## src/rtl/trng_postproc_if.sv

```systemverilog
// Output port of the TRNG post-processor: packed word plus valid/ready handshake.
//   data_out    packed random word (producer -> consumer)
//   data_valid  data_out holds an unconsumed word (producer -> consumer)
//   data_ready  consumer takes the word when data_valid & data_ready
interface trng_postproc_if #(
    parameter int WORD_W = 8
);
    logic [WORD_W-1:0] data_out;
    logic              data_valid;
    logic              data_ready;

    modport master (output data_out, output data_valid, input data_ready);
    modport slave  (input data_out, input data_valid, output data_ready);
endinterface

```

## src/rtl/trng_postproc.sv

```systemverilog
// TRNG post-processor: synchronises the ring-oscillator bit, decimates it,
// debiases it with a von Neumann corrector, packs bits into words and offers
// them on a valid/ready port. A repetition-count health test blocks output.
//   clk          system clock
//   rst_n        asynchronous active-low reset (released synchronously)
//   raw_bit      ring-oscillator output, asynchronous to clk
//   en           1 = collect entropy, 0 = hold sampling idle
//   out_if       word output (data_out / data_valid / data_ready)
//   overflow     sticky: a completed word was dropped because the slot was full
//   health_fail  sticky: repetition-count test tripped
//
// Von Neumann FSM
//   state     | meaning
//   ST_FIRST  | waiting for the first sample of a pair
//   ST_SECOND | b0 latched, next sample completes the pair
module trng_postproc #(
    parameter int SYNC_STAGES = 2,
    parameter int SAMPLE_DIV  = 4,
    parameter int WORD_W      = 8,
    parameter int REP_LIMIT   = 32
) (
    input  logic            clk,
    input  logic            rst_n,
    input  logic            raw_bit,
    input  logic            en,
    trng_postproc_if.master out_if,
    output logic            overflow,
    output logic            health_fail
);
    localparam int DIV_W = (SAMPLE_DIV > 1) ? $clog2(SAMPLE_DIV) : 1;
    localparam int BIT_W = $clog2(WORD_W);
    localparam int REP_W = $clog2(REP_LIMIT + 1);

    typedef enum logic {ST_FIRST = 1'b0, ST_SECOND = 1'b1} vn_state_e;

    logic [1:0]             rst_sync_q;
    logic                   rst_int_n;
    logic [SYNC_STAGES-1:0] sync_q, sync_d;
    logic [DIV_W-1:0]       div_cnt_q, div_cnt_d;
    vn_state_e              state_q, state_d;
    logic                   b0_q, b0_d;
    logic [WORD_W-1:0]      shreg_q, shreg_d;
    logic [BIT_W-1:0]       bit_cnt_q, bit_cnt_d;
    logic [WORD_W-1:0]      data_out_q, data_out_d;
    logic                   data_valid_q, data_valid_d;
    logic                   overflow_q, overflow_d;
    logic                   health_fail_q, health_fail_d;
    logic [REP_W-1:0]       rep_cnt_q, rep_cnt_d;
    logic                   prev_q, prev_d;

    logic                   s_bit, strobe, smp, emit, emit_bit;
    logic [WORD_W-1:0]      word_next;
    logic                   word_done, slot_free;

    // Assertion is immediate; release is aligned to clk so all flops leave
    // reset on the same edge.
    always_ff @(posedge clk or negedge rst_n) begin
        if (!rst_n) rst_sync_q <= '0;
        else        rst_sync_q <= {rst_sync_q[0], 1'b1};
    end
    assign rst_int_n = rst_sync_q[1];

    assign s_bit  = sync_q[SYNC_STAGES-1];
    assign strobe = en && (div_cnt_q == DIV_W'(SAMPLE_DIV - 1));
    // A tripped health test freezes debias and packing; sampling for the
    // health test itself keeps running.
    assign smp    = strobe && !health_fail_q;

    always_ff @(posedge clk or negedge rst_int_n) begin
        if (!rst_int_n) begin
            sync_q        <= '0;
            div_cnt_q     <= '0;
            state_q       <= ST_FIRST;
            b0_q          <= 1'b0;
            shreg_q       <= '0;
            bit_cnt_q     <= '0;
            data_out_q    <= '0;
            data_valid_q  <= 1'b0;
            overflow_q    <= 1'b0;
            health_fail_q <= 1'b0;
            rep_cnt_q     <= '0;
            prev_q        <= 1'b0;
        end else begin
            sync_q        <= sync_d;
            div_cnt_q     <= div_cnt_d;
            state_q       <= state_d;
            b0_q          <= b0_d;
            shreg_q       <= shreg_d;
            bit_cnt_q     <= bit_cnt_d;
            data_out_q    <= data_out_d;
            data_valid_q  <= data_valid_d;
            overflow_q    <= overflow_d;
            health_fail_q <= health_fail_d;
            rep_cnt_q     <= rep_cnt_d;
            prev_q        <= prev_d;
        end
    end

    // FSM next state; en=0 throws away a half-collected pair.
    always_comb begin
        state_d = state_q;
        b0_d    = b0_q;
        if (!en) begin
            state_d = ST_FIRST;
        end else if (smp) begin
            case (state_q)
                ST_FIRST: begin
                    b0_d    = s_bit;
                    state_d = ST_SECOND;
                end
                default: state_d = ST_FIRST;
            endcase
        end
    end

    // FSM output: 10 -> 1, 01 -> 0, 00/11 -> nothing.
    always_comb begin
        emit     = smp && (state_q == ST_SECOND) && (s_bit != b0_q);
        emit_bit = b0_q;
    end

    assign word_next = {shreg_q[WORD_W-2:0], emit_bit};
    assign word_done = emit && (bit_cnt_q == BIT_W'(WORD_W - 1));
    assign slot_free = !data_valid_q || out_if.data_ready;

    always_comb begin
        sync_d        = {sync_q[SYNC_STAGES-2:0], raw_bit};
        div_cnt_d     = '0;
        shreg_d       = shreg_q;
        bit_cnt_d     = bit_cnt_q;
        data_out_d    = data_out_q;
        data_valid_d  = data_valid_q;
        overflow_d    = overflow_q;
        health_fail_d = health_fail_q;
        rep_cnt_d     = rep_cnt_q;
        prev_d        = prev_q;

        if (en && (div_cnt_q != DIV_W'(SAMPLE_DIV - 1)))
            div_cnt_d = div_cnt_q + 1'b1;

        if (data_valid_q && out_if.data_ready)
            data_valid_d = 1'b0;

        if (emit) begin
            shreg_d   = word_next;
            bit_cnt_d = word_done ? '0 : bit_cnt_q + 1'b1;
            if (word_done) begin
                if (slot_free) begin
                    data_out_d   = word_next;
                    data_valid_d = 1'b1;
                end else begin
                    overflow_d   = 1'b1;
                end
            end
        end

        // rep_cnt starts at 0, so the first sample after reset counts as 1
        // whichever value it has.
        if (strobe) begin
            prev_d = s_bit;
            if (s_bit != prev_q)
                rep_cnt_d = REP_W'(1);
            else if (rep_cnt_q != REP_W'(REP_LIMIT))
                rep_cnt_d = rep_cnt_q + 1'b1;
            if (rep_cnt_d == REP_W'(REP_LIMIT))
                health_fail_d = 1'b1;
        end

        if (health_fail_q)
            data_valid_d = 1'b0;
    end

    assign out_if.data_out   = data_out_q;
    assign out_if.data_valid = data_valid_q;
    assign overflow          = overflow_q;
    assign health_fail       = health_fail_q;
endmodule
```

## src/flat_wrapper.sv

```systemverilog
// flat-port wrapper written by rule: the top's interface ports become plain ports
module trng_postproc_flat 
#(
    parameter int SYNC_STAGES = 2,
    parameter int SAMPLE_DIV  = 4,
    parameter int WORD_W      = 8,
    parameter int REP_LIMIT   = 32
)
  (clk, rst_n, raw_bit, en, overflow, health_fail, out_if_data_out, out_if_data_valid, out_if_data_ready);
  trng_postproc_if #(.WORD_W(WORD_W)) out_if_i ();
  input  logic clk;
  input  logic rst_n;
  input  logic raw_bit;
  input  logic en;
  output logic overflow;
  output logic health_fail;
  output wire logic [$bits(out_if_i.data_out)-1:0] out_if_data_out;
  output wire logic [$bits(out_if_i.data_valid)-1:0] out_if_data_valid;
  input wire logic [$bits(out_if_i.data_ready)-1:0] out_if_data_ready;
  assign out_if_data_out = out_if_i.data_out;
  assign out_if_data_valid = out_if_i.data_valid;
  assign out_if_i.data_ready = out_if_data_ready;
  trng_postproc #(.SYNC_STAGES(SYNC_STAGES), .SAMPLE_DIV(SAMPLE_DIV), .WORD_W(WORD_W), .REP_LIMIT(REP_LIMIT)) u_core (.clk(clk), .rst_n(rst_n), .raw_bit(raw_bit), .en(en), .out_if(out_if_i), .overflow(overflow), .health_fail(health_fail));
endmodule
```

## config.mk

```make
export PLATFORM = sky130hd
export DESIGN_NAME = trng_postproc_flat
export DESIGN_NICKNAME = d
export VERILOG_FILES = /design/src/rtl/trng_postproc_if.sv /design/src/rtl/trng_postproc.sv /design/src/flat_wrapper.sv
export SDC_FILE = /design/constraint.sdc
export NUM_CORES = 1
export LEC_CHECK = 0
export ABC_AREA = 1
export ABC_CLOCK_PERIOD_IN_PS = 3000
export BUFFER_PORTS_ARGS = -buffer_cell sky130_fd_sc_hd__buf_2
export CAP_MARGIN = 20
export CORE_MARGIN = 2
export CORE_UTILIZATION = 30
export CTS_CLUSTER_SIZE = 25
export DETAILED_ROUTE_END_ITERATION = 8
export GPL_TIMING_DRIVEN = 0
export REMOVE_ABC_BUFFERS = 1
export SYNTH_ARGS = -nofsm -noshare
export SYNTH_HDL_FRONTEND = slang
export SYNTH_SLANG_ARGS = --single-unit
```

## constraint.sdc

```tcl
create_clock -name clk -period 3 [get_ports clk]
set_input_delay 0.15 -clock clk [delete_from_list [all_inputs] [get_ports clk]]
set_output_delay 0.15 -clock clk [all_outputs]
set_load 0.02 [all_outputs]
```

[After elaboration in Yosys (flattened, before gate mapping)]
Index checks and enable logic that the tools add are counted.
Word-level totals
  register bits: 36
  bits in latches: 0
  memory bits (writable): 0
  ROM bits: 0
  input port bits: 5
  output and inout port bits: 11
  word-level logic and storage cells: 53
  memories kept: 0
Operators by class
  $add $sub $neg: 3
  multipliers: 0
  divide/modulo/power cells: 0
  magnitude comparators: 0
  equal/unequal tests: 8
  shift-type cells: 0
  multiplexer cells: 13
  bitwise gates (word level): 2
  reduce and logical (&&, ||, !) cells: 14
Operator list (count)
  6-bit two-way mux: 3
  3-bit AND reduction: 3
  1-bit two-way mux: 8
  1-bit logical AND: 7
  6-bit by 1-bit adder with 6-bit output, second input constant: 1
  6-bit == test, second input constant: 1
  6-bit != test, second input constant: 1
  3-bit by 1-bit adder with 3-bit output, second input constant: 1
  3-bit == test, second input constant: 1
  3-bit two-way mux: 1
  2-bit by 1-bit adder with 2-bit output, second input constant: 1
  2-bit == test, second input constant: 1
  1-bit logical NOT: 2
  2-bit two-way mux: 1
  1-bit != test: 2
  2-bit by 1-bit != test with 1-bit output, second input constant: 1
  2-bit != test, second input constant: 1
  1-bit inverter: 2
  2-bit AND reduction: 1
  1-bit logical OR: 1

[Longest topological paths before layout]
  word-level depth: 9
  gate-level depth with buffers: 9
  gate-level depth less buffers: 9

[Worst setup path before layout]
OpenSTA, ideal clock, no wires.
  path type: reg-to-reg
  from: register u_core.div_cnt_q[0]
  to: register u_core.data_out_q[4] (netlist: u_core.out_if.data_out[4])
  library setup time: 0.118 ns
  arrival time: 1.418 ns
  required time: 2.882 ns
  setup slack: 1.464 ns
  stages on the path, launching flop included: 10
  path buffers: 1
  period minus slack after synthesis: 1.536 ns
  cells stage by stage: dfrtp_1 -> ha_1 -> nand2_2 -> nor2_4 -> nand3_2 -> nor2_4 -> o21ai_2 -> buf_6 -> nand2_1 -> o21ai_2
Between the ends
  word-level cells in the longest chain between the ends: 7
Ends and longest elaborated chain
  start, declared: line trng_postproc.sv:39  | logic [DIV_W-1:0] div_cnt_q, div_cnt_d;
  start signal, assigned: line trng_postproc.sv:85  | div_cnt_q <= div_cnt_d;
  2-bit == test *: line trng_postproc.sv:64  | assign strobe = en && (div_cnt_q == DIV_W'(SAMPLE_DIV - 1));
  1-bit logical AND *: line trng_postproc.sv:64
  1-bit logical AND *: line trng_postproc.sv:67  | assign smp = strobe && !health_fail_q;
  1-bit logical AND * (2 in a row): line trng_postproc.sv:118  | emit = smp && (state_q == ST_SECOND) && (s_bit != b0_q);
  1-bit logical AND: line trng_postproc.sv:123  | assign word_done = emit && (bit_cnt_q == BIT_W'(WORD_W - 1));
  3-bit AND reduction (no line) *
  end signal, assigned: line trng_postproc.sv:90  | data_out_q <= data_out_d;
  end, declared: line trng_postproc.sv:44  | logic [WORD_W-1:0] data_out_q, data_out_d;
Mark *: on every way between the ends. The rest lies on a longest branch, timed or not.
A chain may end at the register's enable or synchronous reset.

[Final worst setup path]
  from: register u_core.div_cnt_q[0]
  to: register u_core.data_out_q[0] (netlist: u_core.out_if.data_out[0])
The elaborated chain is that of the path after synthesis.

==> qor.yml <==
setup_path:
  cp_cell_sequence: "ha_1 -> nand2_2 -> nor2_4 -> nand3_2 -> nor2_4 -> o21ai_2 -> nand2_1 -> o21ai_2"
  worstSetupEndpointType: "register"
  cp.arrival_ns: 2.11
  cp_max_fo: 18
  cp-start-kind: "register"
  critPathSlowestCell: "dfrtp_1"
  slowest_delay_ns: 0.35
  criticalPathCategory: "reg -> reg"
  worstPathRequired_ns: 3.14
clock_tree:
  post-cts-setup-buffers: 0
  cts_tree: "done"
  cts-root-buf: "clkbuf_8"
  numCtsBuffers: 5
  insertion_delay_ns: 0.28
  post_cts_resized: 0
  htreeDepth: 2
  cts.sink_count: 36
  clkTransAtPathRegs_ns: 0.06
  clk_path_buf_depth: 2
drt:
  wl_met1_mm: 1.34
  drtPass1Iterations: 4
  wl_met3_um: 137
  drtAntennaViolNets: 0
  drtIter0Drc: 75
  drc: 0
  num_vias: 1151
  maxUsedRoutingLayer: "met4"
  vias_per_cell: 4.36
  finalWirelength_mm: 2.63
  wl_per_cell_um: 9.96
  wl_met2_mm: 1.09
final_layout:
  final_cell_mix: "nand2_1 (40), dfrtp_1 (36), inv_1 (24)"
  drive_gt1_share_pct: 19.1
  finalNonFillerCells: 264
  n_antenna_cell: 0
  nets: 204
  nFillCells: 553
  layout_commonest_cell: "nand2_1"
  postLayoutCoreUtil_pct: 36.8
  area_delta_synth_final_pct: 17.9
  final_cell_area_um2: 1890
pwr:
  pwr-share-clk_pct: 31.4
  p_int_uw: 816
  peakVddDrop_v: 0.000351
  p_leak_nw: 0.935
  combPwrFrac_pct: 18.1
  pwr-share-seq_pct: 50.5
  switching_share_pct: 29.4
  p_sw_uw: 340
  p_total_mw: 1.16
  power_density_nw_per_um2: 611
sta:
  slew_viol_final: 0
  fin_crit_sh_pct: 65.4
  slew_headroom_pct: 45.0
  setup_viol: 0
  min_period_ns: 1.96
  fmax_mhz: 510
  setup_tns_ns: 0
  fin_worst_skew_ns: 0.00639
  holdWs_ns: 0.133
  worst_slack_ns: 1.04
  rsz0062_at_grt: "false"
  hold_viol: 0
  tightest_slew_ns: 0.825
place:
  place_ws_ns: 1.03
  dp.cells: 255
  dp_hpwl_mm: 1.89
  gp_congestion: 0.747
  portBuffers: 15
  dpl-instance-area_um2: 1780
floorplan:
  rows: 26
  start_util_pct: 31.2
  dieArea_um2: 5950
  coreArea_um2: 5140
  die_x_um: 77.1
  io_pins: 16
  die_y_um: 77.1
job:
  drv_cap: 0
synthesis:
  synth_cell_types: 23
  synth_area_um2: 1600
  postSynthCellCount: 172
  synth-seq-cells: 36
  yosysWarnings: 0
  avgSynthCellArea_um2: 9.33
  ys_seq_area_share_pct: 56.2
global_route:
  grt_pass1_vias: 1032
  track_usage_pct: 10.0
  grt_pass1_wl_mm: 4.62
  grt_antenna_before_repair: 0
  grt_start_max_net_pins: 22
  grt_overflow_total: 0
outcome:
  outcome: "finished clean"
worst_hold_path:
  worstHoldPathType: "in -> reg"
==> timing repair <==
item,CTS,global route
hold endpoints to repair,3,0
setup endpoints to repair,0,0
hold buffers,2,0
==> cells in the mapped netlist <==
library cell / n / area [um2]
nor2_1: 11 / 41.3
buf_6: 1 / 11.3
nor3_1: 1 / 5.00
conb_1: 1 / 3.75
nor2_4: 2 / 22.5
xnor2_1: 1 / 8.76
xor2_1: 1 / 8.76
a21oi_1: 2 / 10.0
ha_1: 5 / 62.6
nor3b_1: 1 / 7.51
nand3_1: 9 / 45.0
a21o_2: 1 / 8.76
and2_1: 1 / 6.26
nand4_1: 6 / 37.5
dfrtp_1: 36 / 901
nand2_2: 1 / 6.26
o21ai_2: 9 / 78.8
nand3_2: 1 / 10.0
nand2_1: 40 / 150
inv_1: 24 / 90.1
clkbuf_1: 2 / 7.51
o22ai_1: 1 / 6.26
o21ai_0: 15 / 75.1
==> cell families (layout without fill, tap and decap cells) <==
group	after synthesis	count (layout)	share of synthesized area, %
fa+ha+maj	5	5	3.90
buf+inv	27	49	6.79
simple gates	73	73	20.7
flops	36	36	56.2
compound gates	28	28	11.2
other cells	1	1	0.234
xor+xnor	2	2	1.09
==> routing by layer <==
metal	vias up	track usage, %
li1	593	-
met1	528	13.7
met2	25	14.0
met3	5	3.29
met4	0	5.36
met5	-	0
==> path summary, 6_finish.rpt <==
| path | start | to | slack, ns | cells past startpoint |
|---|---|---|---|---|
| setup / recovery | u_core.div_cnt_q[0] | u_core.out_if.data_out[0] | 1.04 | 8 |
| hold / removal | en | u_core.div_cnt_q[0] | 0.13 | 3 |
| setup reg to reg | u_core.div_cnt_q[0] | u_core.out_if.data_out[0] | 1.04 | 8 |
| hold reg to reg | u_core.rst_sync_q[1] | u_core.out_if.data_valid | 0.28 | 0 |
| max in group asynchronous | u_core.rst_sync_q[1] | u_core.rep_cnt_q[2] | 2.18 | 1 |
| min in group asynchronous | rst_n | u_core.rst_sync_q[0] | 0.17 | 2 |
==> worst max-delay path, delay by kind of cell (launching register included) <==
| kind | cells | cell delay [ns] |
|---|---|---|
| adder cells (fa/ha/maj) | 1 | 0.21 |
| AND/OR/NAND/NOR | 5 | 0.95 |
| flip-flops | 1 | 0.35 |
| AO/OA/AOI/OAI | 2 | 0.31 |
==> power by group through the flow <==
stage | sequential, mW | combinational, mW | clock, mW
after detailed placement | 0.592 | 0.208 | 0
after global routing | 0.591 | 0.249 | 0.405
after floorplan | 0.582 | 0.166 | 0
after global placement | 0.596 | 0.198 | 0
after CTS | 0.583 | 0.211 | 0.379
final | 0.584 | 0.209 | 0.363
==> final cells by class <==
| cell class | count | area (um2) | share of cell area [%] |
|---|---|---|---|
| inverter | 24 | 90.1 | 4.76 |
| sequential | 36 | 901 | 47.6 |
| tap | 70 | 87.6 | 4.63 |
| clock buffer | 7 | 96.3 | 5.09 |
| multi-input combinational | 109 | 594 | 31.4 |
| timing repair buffer | 18 | 123 | 6.48 |
==> flip-flops by register name, summed over array words and instances, names as in the netlist <==
register,count
u_core.sync_q,2
u_core.rep_cnt_q,6
u_core.state_q,1
u_core.out_if.data_out,8
u_core.b0_q,1
u_core.bit_cnt_q,3
u_core.div_cnt_q,2
u_core.shreg_q,7
u_core.rst_sync_q,2
u_core.prev_q,1
u_core.health_fail,1
u_core.out_if.data_valid,1
u_core.overflow,1
(Power assumes the default switching activity.)
